`config.mk`:
```
export PLATFORM = sky130hd
export DESIGN_NAME = alu_exec
export DESIGN_NICKNAME = d
export VERILOG_FILES = /design/src/rtl/alu_exec_pkg.sv /design/src/rtl/alu_exec_muldiv_iter.sv /design/src/rtl/alu_exec.sv
export SDC_FILE = /design/constraint.sdc
export NUM_CORES = 1
export LEC_CHECK = 0
export ABC_CLOCK_PERIOD_IN_PS = 7900
export CAP_MARGIN = 30
export CORE_MARGIN = 2
export CORE_UTILIZATION = 30
export DETAILED_ROUTE_END_ITERATION = 6
export GPL_ROUTABILITY_DRIVEN = 0
export SYNTH_ARGS = -nofsm -noshare
export SYNTH_HDL_FRONTEND = slang
export SYNTH_HIERARCHICAL = 1
export SYNTH_SLANG_ARGS = --single-unit
```
`constraint.sdc`:
```
create_clock -name clk -period 7.9 [get_ports clk]
set_clock_uncertainty 0.15 [all_clocks]
set_input_delay 1.58 -clock clk [delete_from_list [all_inputs] [get_ports clk]]
set_output_delay 1.58 -clock clk [all_outputs]
set_load 0.02 [all_outputs]
```
`src/rtl/alu_exec_pkg.sv`:
```
// alu_exec_pkg
//   Shared definitions for the execute stage: datapath defaults, opcode
//   encodings, FSM state encoding and the opcode legality helper.
//   Build option: ALU_EXEC_DIV_EN (when defined, opcode 9 / DIV is legal and
//   the divider datapath is built; otherwise DIV decodes as illegal).
package alu_exec_pkg;

  localparam int WIDTH_DEF   = 16;
  localparam int REGADDR_DEF = 4;

  localparam logic [3:0] OP_ADD = 4'h0;
  localparam logic [3:0] OP_SUB = 4'h1;
  localparam logic [3:0] OP_AND = 4'h2;
  localparam logic [3:0] OP_OR  = 4'h3;
  localparam logic [3:0] OP_SLL = 4'h4;
  localparam logic [3:0] OP_SRL = 4'h5;
  localparam logic [3:0] OP_SRA = 4'h6;
  localparam logic [3:0] OP_MUL = 4'h8;
  localparam logic [3:0] OP_DIV = 4'h9;

  typedef enum logic [1:0] {
    ST_IDLE = 2'd0,
    ST_ITER = 2'd1,
    ST_DONE = 2'd2
  } stateT;

  // True for every opcode this build executes.
  function automatic logic isLegalOp(input logic [3:0] op);
    logic legal;
    legal = 1'b0;
    case (op)
      OP_ADD, OP_SUB, OP_AND, OP_OR,
      OP_SLL, OP_SRL, OP_SRA, OP_MUL: legal = 1'b1;
`ifdef ALU_EXEC_DIV_EN
      OP_DIV:                          legal = 1'b1;
`endif
      default:                         legal = 1'b0;
    endcase
    return legal;
  endfunction

endpackage

```
`src/rtl/alu_exec_muldiv_iter.sv`:
```
// muldiv_iter
//   Iterative unsigned multiply / restoring divide core, one bit per step.
//   Holds the accumulator (hi), the shift register (lo), the latched divisor /
//   multiplicand and the step counter.
//   Build option: ALU_EXEC_DIV_EN (divide step is only built when defined;
//   otherwise isDiv is ignored and the core always multiplies).
// Ports
//   clk, reset : clock, synchronous active-high reset
//   load       : capture a, b, isDiv and clear accumulator/counter
//   isDiv      : 1 = divide a / b, 0 = multiply a * b (sampled at load)
//   a, b       : operands (sampled at load)
//   step       : perform one iteration (ignored once last is set)
//   lo, hi     : product low/high, or quotient/remainder
//   last       : all ITERS steps have been performed; lo/hi are final
module muldiv_iter
  import alu_exec_pkg::*;
#(
  parameter int WIDTH = WIDTH_DEF,
  parameter int ITERS = WIDTH
) (
  input  logic             clk,
  input  logic             reset,
  input  logic             load,
  input  logic             isDiv,
  input  logic [WIDTH-1:0] a,
  input  logic [WIDTH-1:0] b,
  input  logic             step,
  output logic [WIDTH-1:0] lo,
  output logic [WIDTH-1:0] hi,
  output logic             last
);

  localparam int CNTW = $clog2(ITERS + 1);

  logic [WIDTH-1:0] loReg;
  logic [WIDTH-1:0] hiReg;
  logic [WIDTH-1:0] bReg;
  logic [WIDTH-1:0] loNext;
  logic [WIDTH-1:0] hiNext;
  logic [CNTW-1:0]  cntReg;
  logic             lastReg;
  logic [WIDTH:0]   mulSum;

`ifdef ALU_EXEC_DIV_EN
  logic             isDivReg;
  logic [WIDTH:0]   remShift;
  logic [WIDTH:0]   remDiff;
`else
  logic             unusedIsDiv;
  assign unusedIsDiv = isDiv;
`endif

  always_comb begin
    // Shift-add: add the multiplicand when the current multiplier bit is set,
    // then shift {carry, hi, lo} right one place. Multiplier bits are consumed
    // from lo[0] while product bits enter lo from the top.
    mulSum = {1'b0, hiReg} + (loReg[0] ? {1'b0, bReg} : '0);
    hiNext = mulSum[WIDTH:1];
    loNext = {mulSum[0], loReg[WIDTH-1:1]};
`ifdef ALU_EXEC_DIV_EN
    // Restoring divide: bring the next dividend bit into the remainder and try
    // subtracting the divisor. Bit WIDTH of the difference is the borrow.
    remShift = {hiReg, loReg[WIDTH-1]};
    remDiff  = remShift - {1'b0, bReg};
    if (isDivReg) begin
      if (remDiff[WIDTH]) begin
        hiNext = remShift[WIDTH-1:0];
        loNext = {loReg[WIDTH-2:0], 1'b0};
      end else begin
        hiNext = remDiff[WIDTH-1:0];
        loNext = {loReg[WIDTH-2:0], 1'b1};
      end
    end
`endif
  end

  always_ff @(posedge clk) begin
    if (reset) begin
      loReg   <= '0;
      hiReg   <= '0;
      bReg    <= '0;
      cntReg  <= '0;
      lastReg <= 1'b0;
`ifdef ALU_EXEC_DIV_EN
      isDivReg <= 1'b0;
`endif
    end else if (load) begin
      loReg   <= a;
      hiReg   <= '0;
      bReg    <= b;
      cntReg  <= '0;
      lastReg <= 1'b0;
`ifdef ALU_EXEC_DIV_EN
      isDivReg <= isDiv;
`endif
    end else if (step && !lastReg) begin
      loReg   <= loNext;
      hiReg   <= hiNext;
      cntReg  <= cntReg + CNTW'(1);
      lastReg <= (cntReg == CNTW'(ITERS - 1));
    end
  end

  assign lo   = loReg;
  assign hi   = hiReg;
  assign last = lastReg;

endmodule

```
`src/rtl/alu_exec.sv`:
```
// alu_exec
//   Execute stage behind the register file. Accepts one operation at a time
//   (start while idle), runs it through the single-cycle ALU or the iterative
//   mul/div core, and returns the result to the register file write port.
//   Build option: ALU_EXEC_DIV_EN (DIV support; when undefined opcode 9 is
//   illegal, no divider is built and divZero stays 0).
// Ports
//   clk, reset          : clock, synchronous active-high reset (aborts any op)
//   start               : request, accepted only when busy is low
//   aluOp, op1, op2     : opcode and operands, sampled at accept
//   destReg             : destination register, sampled at accept
//   busy                : an operation is in progress (FSM not idle)
//   done                : one-cycle completion pulse
//   wrData, resultHi    : result low/quotient, product high/remainder
//   RegWrite, wrReg     : register file write strobe and address
//   zero, ovf, divZero, illegal : status flags, held until the next done
module alu_exec
  import alu_exec_pkg::*;
#(
  parameter int WIDTH   = WIDTH_DEF,
  parameter int REGADDR = REGADDR_DEF,
  parameter int ITERS   = WIDTH
) (
  input  logic               clk,
  input  logic               reset,
  input  logic               start,
  input  logic [3:0]         aluOp,
  input  logic [WIDTH-1:0]   op1,
  input  logic [WIDTH-1:0]   op2,
  input  logic [REGADDR-1:0] destReg,
  output logic               busy,
  output logic               done,
  output logic [WIDTH-1:0]   wrData,
  output logic [WIDTH-1:0]   resultHi,
  output logic               RegWrite,
  output logic [REGADDR-1:0] wrReg,
  output logic               zero,
  output logic               ovf,
  output logic               divZero,
  output logic               illegal
);

  stateT stateReg;
  stateT stateNext;

  // Output registers
  logic               doneReg;
  logic               regWriteReg;
  logic [WIDTH-1:0]   wrDataReg;
  logic [WIDTH-1:0]   resultHiReg;
  logic [REGADDR-1:0] wrRegReg;
  logic               zeroReg;
  logic               ovfReg;
  logic               divZeroReg;
  logic               illegalReg;
  logic [REGADDR-1:0] destLatched;

  // Decode of the request on the input port
  logic opIllegal;
  logic isMul;
  logic isDivOp;
  logic divByZero;
  logic isLongOp;

  // Single-cycle ALU
  logic [WIDTH-1:0] aluRes;
  logic [WIDTH-1:0] subB;
  logic             aluOvf;
  logic [3:0]       shamt;

  // FSM controls
  logic coreLoad;
  logic coreStep;
  logic finish;
  logic useCore;

  // Result about to be registered at finish
  logic [WIDTH-1:0]   resLo;
  logic [WIDTH-1:0]   resHi;
  logic [REGADDR-1:0] resReg;
  logic               resWrite;
  logic               resOvf;
  logic               resDivZero;
  logic               resIllegal;

  // Iterative core
  logic [WIDTH-1:0] coreLo;
  logic [WIDTH-1:0] coreHi;
  logic             coreLast;

  always_comb begin
    opIllegal = !isLegalOp(aluOp);
    isMul     = (aluOp == OP_MUL);
`ifdef ALU_EXEC_DIV_EN
    isDivOp   = (aluOp == OP_DIV);
    divByZero = isDivOp && (op2 == '0);
`else
    isDivOp   = 1'b0;
    divByZero = 1'b0;
`endif
    // Divide by zero is answered on the single-cycle path.
    isLongOp  = isMul || (isDivOp && !divByZero);
  end

  always_comb begin
    aluRes = '0;
    aluOvf = 1'b0;
    subB   = ~op2;
    shamt  = op2[3:0];
    case (aluOp)
      OP_ADD: begin
        aluRes = op1 + op2;
        aluOvf = (op1[WIDTH-1] == op2[WIDTH-1]) && (aluRes[WIDTH-1] != op1[WIDTH-1]);
      end
      OP_SUB: begin
        aluRes = op1 - op2;
        aluOvf = (op1[WIDTH-1] == subB[WIDTH-1]) && (aluRes[WIDTH-1] != op1[WIDTH-1]);
      end
      OP_AND:  aluRes = op1 & op2;
      OP_OR:   aluRes = op1 | op2;
      OP_SLL:  aluRes = op1 << shamt;
      OP_SRL:  aluRes = op1 >> shamt;
      OP_SRA:  aluRes = WIDTH'($signed(op1) >>> shamt);
      default: aluRes = '0;
    endcase
  end

  // Next state. While iterating, the core steps until it raises last; the
  // cycle after the final step only moves the core result into the output
  // registers, which is why a long op completes ITERS+1 edges after accept.
  always_comb begin
    stateNext = stateReg;
    coreLoad  = 1'b0;
    coreStep  = 1'b0;
    finish    = 1'b0;
    useCore   = 1'b0;
    case (stateReg)
      ST_IDLE: begin
        if (start) begin
          if (isLongOp) begin
            stateNext = ST_ITER;
            coreLoad  = 1'b1;
          end else begin
            stateNext = ST_DONE;
            finish    = 1'b1;
          end
        end
      end
      ST_ITER: begin
        if (coreLast) begin
          stateNext = ST_DONE;
          finish    = 1'b1;
          useCore   = 1'b1;
        end else begin
          coreStep = 1'b1;
        end
      end
      ST_DONE: stateNext = ST_IDLE;
      default: stateNext = ST_IDLE;
    endcase
  end

  // Result selection. An illegal op keeps wrData/resultHi/wrReg and raises
  // only the illegal flag; every other flag is recomputed at each done.
  always_comb begin
    resLo      = wrDataReg;
    resHi      = resultHiReg;
    resReg     = wrRegReg;
    resWrite   = 1'b0;
    resOvf     = 1'b0;
    resDivZero = 1'b0;
    resIllegal = 1'b0;
    if (useCore) begin
      resLo    = coreLo;
      resHi    = coreHi;
      resReg   = destLatched;
      resWrite = 1'b1;
    end else if (opIllegal) begin
      resIllegal = 1'b1;
    end else if (divByZero) begin
      resLo      = '1;
      resHi      = op1;
      resReg     = destReg;
      resWrite   = 1'b1;
      resDivZero = 1'b1;
    end else begin
      resLo    = aluRes;
      resHi    = '0;
      resReg   = destReg;
      resWrite = 1'b1;
      resOvf   = aluOvf;
    end
  end

  always_ff @(posedge clk) begin
    if (reset) begin
      stateReg    <= ST_IDLE;
      doneReg     <= 1'b0;
      regWriteReg <= 1'b0;
      wrDataReg   <= '0;
      resultHiReg <= '0;
      wrRegReg    <= '0;
      zeroReg     <= 1'b0;
      ovfReg      <= 1'b0;
      divZeroReg  <= 1'b0;
      illegalReg  <= 1'b0;
      destLatched <= '0;
    end else begin
      stateReg    <= stateNext;
      doneReg     <= finish;
      regWriteReg <= finish && resWrite;
      if (coreLoad) begin
        destLatched <= destReg;
      end
      if (finish) begin
        wrDataReg   <= resLo;
        resultHiReg <= resHi;
        wrRegReg    <= resReg;
        zeroReg     <= (resLo == '0);
        ovfReg      <= resOvf;
        divZeroReg  <= resDivZero;
        illegalReg  <= resIllegal;
      end
    end
  end

  muldiv_iter #(
    .WIDTH (WIDTH),
    .ITERS (ITERS)
  ) uCore (
    .clk   (clk),
    .reset (reset),
    .load  (coreLoad),
    .isDiv (isDivOp),
    .a     (op1),
    .b     (op2),
    .step  (coreStep),
    .lo    (coreLo),
    .hi    (coreHi),
    .last  (coreLast)
  );

  assign busy     = (stateReg != ST_IDLE);
  assign done     = doneReg;
  assign RegWrite = regWriteReg;
  assign wrData   = wrDataReg;
  assign resultHi = resultHiReg;
  assign wrReg    = wrRegReg;
  assign zero     = zeroReg;
  assign ovf      = ovfReg;
  assign divZero  = divZeroReg;
  assign illegal  = illegalReg;

endmodule

```
* After elaboration in Yosys (flattened, before gate mapping) *
Memory sizes are Yosys's and may differ from the RTL's.
Cells that the tools add are included.

cells by class
  add/subtract/negate cells = 4
  equal/unequal tests = 15
  shifts and indexed selects = 3
  muxes and demuxes = 31
  bitwise operators = 3
  reduce and logical (&&, ||, !) cells = 14

operator list
  cell                                            count
  2-to-1 mux 16 bit                               7
  one-hot mux 16 bit (7 select lines)             1
  adder 16 x 17 -> 17 bit                         1
  adder 16 bit                                    1
  AND 16 bit                                      1
  zero test 16 bit                                1
  NOT 16 bit                                      1
  bitwise OR 16 bit                               1
  << shifter 16 x 4 -> 16 bit                     1
  right shift 16 x 4 -> 16 bit                    1
  >>> shifter 16 x 4 -> 16 bit                    1
  subtractor 16 bit                               1
  2-to-1 mux 1 bit                                15
  == test 4 x 3 -> 1 bit (second input constant)  3
  == test 4 x 2 -> 1 bit (second input constant)  2
  2-to-1 mux 4 bit                                2
  2-to-1 mux 2 bit                                3
  nonzero test 2 bit                              3
  adder 5 x 1 -> 5 bit (second input constant)    1
  == test 5 x 4 -> 1 bit (second input constant)  1
  == test 4 x 1 -> 1 bit (second input constant)  1
  == test 4 bit (second input constant)           1
  logical AND 1 bit                               4
  zero test 4 bit                                 1
  other kinds (11)                                15

word-level totals
  register bits = 101
  memory bits (read-only) = 16
  input bits = 43
  output and inout port bits = 43
  word-level logic and storage cells = 86
  memories kept = 1

memories
  memory            depth  bits a word  rd ports  clocked after memory_dff  wr ports  line                RTL
  (name not given)  16     1            1         0                         0         alu_exec_pkg.sv:31  case (op)

* Longest topological paths before layout *
  word-level depth = 6
  mapped depth = 14
  gate-level depth less buffers = 14

* Modules after synthesis *
The synthesis kept the hierarchy.

by module, submodules not included
  module       instances  cells an instance  area an instance (um^2)
  alu_exec     1          819                6062.1
  muldiv_iter  1          364                2896.5

* Worst setup path after synthesis *
No wires, ideal clock.

  path kind = input-to-reg
  start point = input port op2[3]
  end point = register zeroReg (netlist: zero)
  library setup time = 69 ps
  arrival time = 4581 ps
  required time = 7681 ps
  slack = 3100 ps
  stages = 14
  cell sequence = clkbuf_1 > inv_1 > clkbuf_1 > ha_1 > nor2b_1 > a211oi_1 > mux2_2 > nor3_1 > a31oi_1 > a311oi_1 > nand4_1 > nor4b_2 > nand4_1 > o21ai_1

between the ends
  word-level cells in the longest chain between the ends = 5
  elaborated cells between the ends (all ways) = 11
  those cells by class = 2 x add/sub; 3 x shift; 3 x mux; 2 x bitwise; 1 x reduce/logical

ends and longest elaborated chain
  what                                             line             RTL
  start: declaration                               alu_exec.sv:29   input logic [WIDTH-1:0] op2,
  subtractor 16 bit, or another cell as far along  alu_exec.sv:116  aluRes = op1 - op2;
  one-hot mux 16 bit (7 select lines) *            alu_exec.sv:110  case (aluOp)
  2-to-1 mux 16 bit *                              alu_exec.sv:178  end else if (opIllegal) begin
  2-to-1 mux 16 bit *                              alu_exec.sv:173  if (useCore) begin
  zero test 16 bit *                               alu_exec.sv:219  zeroReg <= (resLo == '0);
  end signal: assignment                           alu_exec.sv:219
  end: declaration                                 alu_exec.sv:52   logic zeroReg;

Mark *: on every way between the ends. The rest lies on a longest branch, timed or not.
A chain may end at the register's enable or synchronous reset.

* Final worst setup path *
  start point = input port op2[0]
  end point = register zeroReg (netlist: zero)

Same word-level chain as after synthesis.

==> metrics.yaml <==
detailed_routing:
  wl_mm: 33.2
  vias_per_cell: 5.82
  dr.pass1.iters: 5
  ant_nets: 0
  dr_total_vias: 9380
  wire_per_inst_um: 20.6
  first_iter_violations: 960
  drc: 0
setup_path:
  start_kind: "primary input"
  cp-end-kind: "flip-flop"
  crit_start: "op2[0]"
  r2r-start: "uCore/last$_SDFFE_PP0P_"
  cpMaxStageDelayCell: "clkdlybuf4s50_1"
  critPathKind: "primary input to flip-flop"
  cp_data_arrival_time_ps: 5960
  critical_path.max_fanout: 25
  crit_required_ps: 8050
  reg2reg_depth: 9
  slowest_delay_ps: 1140
  crit_chain: "clkdlybuf4s50_1 > clkinv_1 > ha_1 > nor2b_1 > nor2_1 > a211oi_1 > o21a_1 > a311oi_1 > o221ai_1 > a221oi_1 > and3_1 > nand4_1 > o21ai_1"
layout:
  layout_common_cells: "nor2_1, nand2_1, a21oi_1"
  layout_commonest_cell: "nor2_1"
  drive_above_1_share_pct: 6.70
  instances_no_fill: 1613
  diodes: 0
  fin_area_um2: 10300
  final_nets: 1333
  syn_to_final_growth_pct: 15.4
cts:
  cts_resized: 0
  cts_tree: "yes"
  clk_path_buf_depth: 2
  clkSinkCount: 101
  root_buffer: "clkbuf_16"
  hold_buffers: 0
  clk_pin_slew_ps: 70
  clock_latency_ps: 360
  cts_made_buffers: 9
  postCtsSetupBuffers: 0
  cts_max_level: 3
timing:
  tns_ps: 0
  maxSlewViolCount: 0
  fin_crit_sh_pct: 73.5
  worst_slack_ps: 2090
  tightestPinTransition_ps: 1030
  hold_ws_ps: 306
  finalSetupViolations: 0
  rsz0062_at_grt: "no"
  timing.fmax_mhz: 172
  fin_crit_ps: 5810
  maxSlewHeadroom_pct: 30.9
  hold_viol_final: 0
logic_synthesis:
  synth-seq-cells: 101
  syn-num-nets: 1298
  ys_async_sr_fraction_pct: 0
  synthesis.area_um2: 8960
  ys_types: 86
  post_synth.cell_area_avg_um2: 7.57
  synth_edf_count: 0
  yosysTopAreaCell: "dfxtp_1"
  seq_area_frac_synth_pct: 22.6
  synthCells: 1183
  yosys_warnings: 6
  synthFlopType: "dfxtp_1"
  yosysTopAreaCellShare_pct: 22.6
  netlist_top_cells_area: "dfxtp_1, ha_1, nor2_1, a21oi_1, nand2_1"
place:
  dp_hpwl_mm: 25.0
  dp_slack_ps: 1870
  placedCellCount: 1597
  place_area_um2: 10100
  port_buffers: 84
grt:
  antenna_found_initial: 1
  grt_pass1_wl_mm: 51.1
  grt_max_degree: 60
  first_global_vias: 8707
  overflow: 0
  track_usage_pct: 21.0
power:
  ir_drop_mv: 0.0973
  leakage_nw: 4.05
  clock_power_share_pct: 31.3
  comb_power_share_pct: 29.6
  intPower_mw: 0.899
  sw_frac_of_total_pct: 34.0
  seq_power_share_pct: 39.1
  power.net_switching_mw: 0.463
  powerDensity_nw_per_um2: 132
die:
  core_area_um2: 29600
  die-area_um2: 31300
  ios: 86
  rows: 63
  die_w_um: 177
  die_h_um: 177
  start_util_pct: 30.3
outcome:
  status: "finished clean"
worst_hold_path:
  holdCritStartpoint: "destLatched[3]$_SDFFE_PP0P_"
  hp-class: "flip-flop to flip-flop"
  holdPathStages: 2
run:
  cap_violations: 0
-- state kept, by name, indices dropped and copies added, names as in the netlist --
register,flops
resultHi,16
uCore/bReg,16
uCore/hi,16
uCore/lo,16
wrData,16
uCore/cntReg,5
destLatched,4
wrReg,4
stateReg,2
RegWrite,1
done,1
illegal,1
ovf,1
uCore/last,1
zero,1
-- through the flow --
stage | util (%) | power, mW
after global routing | 35.0 | 1.42
after global placement | 34.0 | 0.932
after detailed placement | 34.0 | 0.934
after CTS | 35.0 | 1.36
after floorplan | - | 0.795
final | 35.0 | 1.36
-- metal layers --
metal	vias up	GRT usage [%]	share of wire, %
met3	87	3.97	8.3
met1	4496	27.4	42
met2	443	34.6	46
met5	-	0	0.039
li1	4352	-	-
met4	2	7.16	3.2
-- cell families (layout without fill, tap and decap cells) --
logic type      Yosys count  count (layout)  share of synthesized area [%]
mux                      67              67                           9.43
other cells               1               1                         0.0419
flops                   101             101                           22.6
xor+xnor                 24              24                           2.35
buf+inv                 130             170                           6.38
simple gates            447             447                           23.1
compound gates          341             341                           25.8
fa+ha+maj                72              72                           10.3
-- synth_stat cells, types with 20 or more instances --
library cell,instances
nor2_1,152
clkbuf_1,44
o21ai_0,41
nor3_1,23
nand2_1,140
dfxtp_1,101
ha_1,69
and2_1,20
a211oi_1,28
inv_1,51
a21oi_1,106
buf_2,22
mux2i_1,41
-- area by class of cell --
class	instances	area, um2
inverters	52	195
repair buffers	102	970
multi-input cells	952	6380
clock buffers	10	239
clock inverters	6	46.3
well taps	390	488
fillers	3127	19200
flip-flops and latches	101	2020
-- power by group through the flow --
stage	Sequential [mW]	Clock, mW	Combinational (mW)
3_3_place_gp	0.544	0	0.389
4_1_cts	0.532	0.438	0.393
3_5_place_dp	0.544	0	0.391
5_1_grt	0.533	0.458	0.431
2_1_floorplan	0.549	0	0.246
6_report	0.532	0.426	0.403
-- worst max-delay path: cells and delay by family --
kind	cells	cell delay, ps
AOI/OAI and AO/OA	6	1360
adders and majority gates	1	480
buffers and inverters	2	1920
and+or+nand+nor	4	600
-- worst paths after layout --
kind	end	slack [ps]
setup reg to reg	zero$_SDFFE_PP0P_	5070
hold reg to reg	destLatched[3]$_SDFFE_PP0P_	310
hold / removal	destLatched[3]$_SDFFE_PP0P_	310
setup / recovery	zero$_SDFFE_PP0P_	2090
Power figures use the tool's default switching activity.
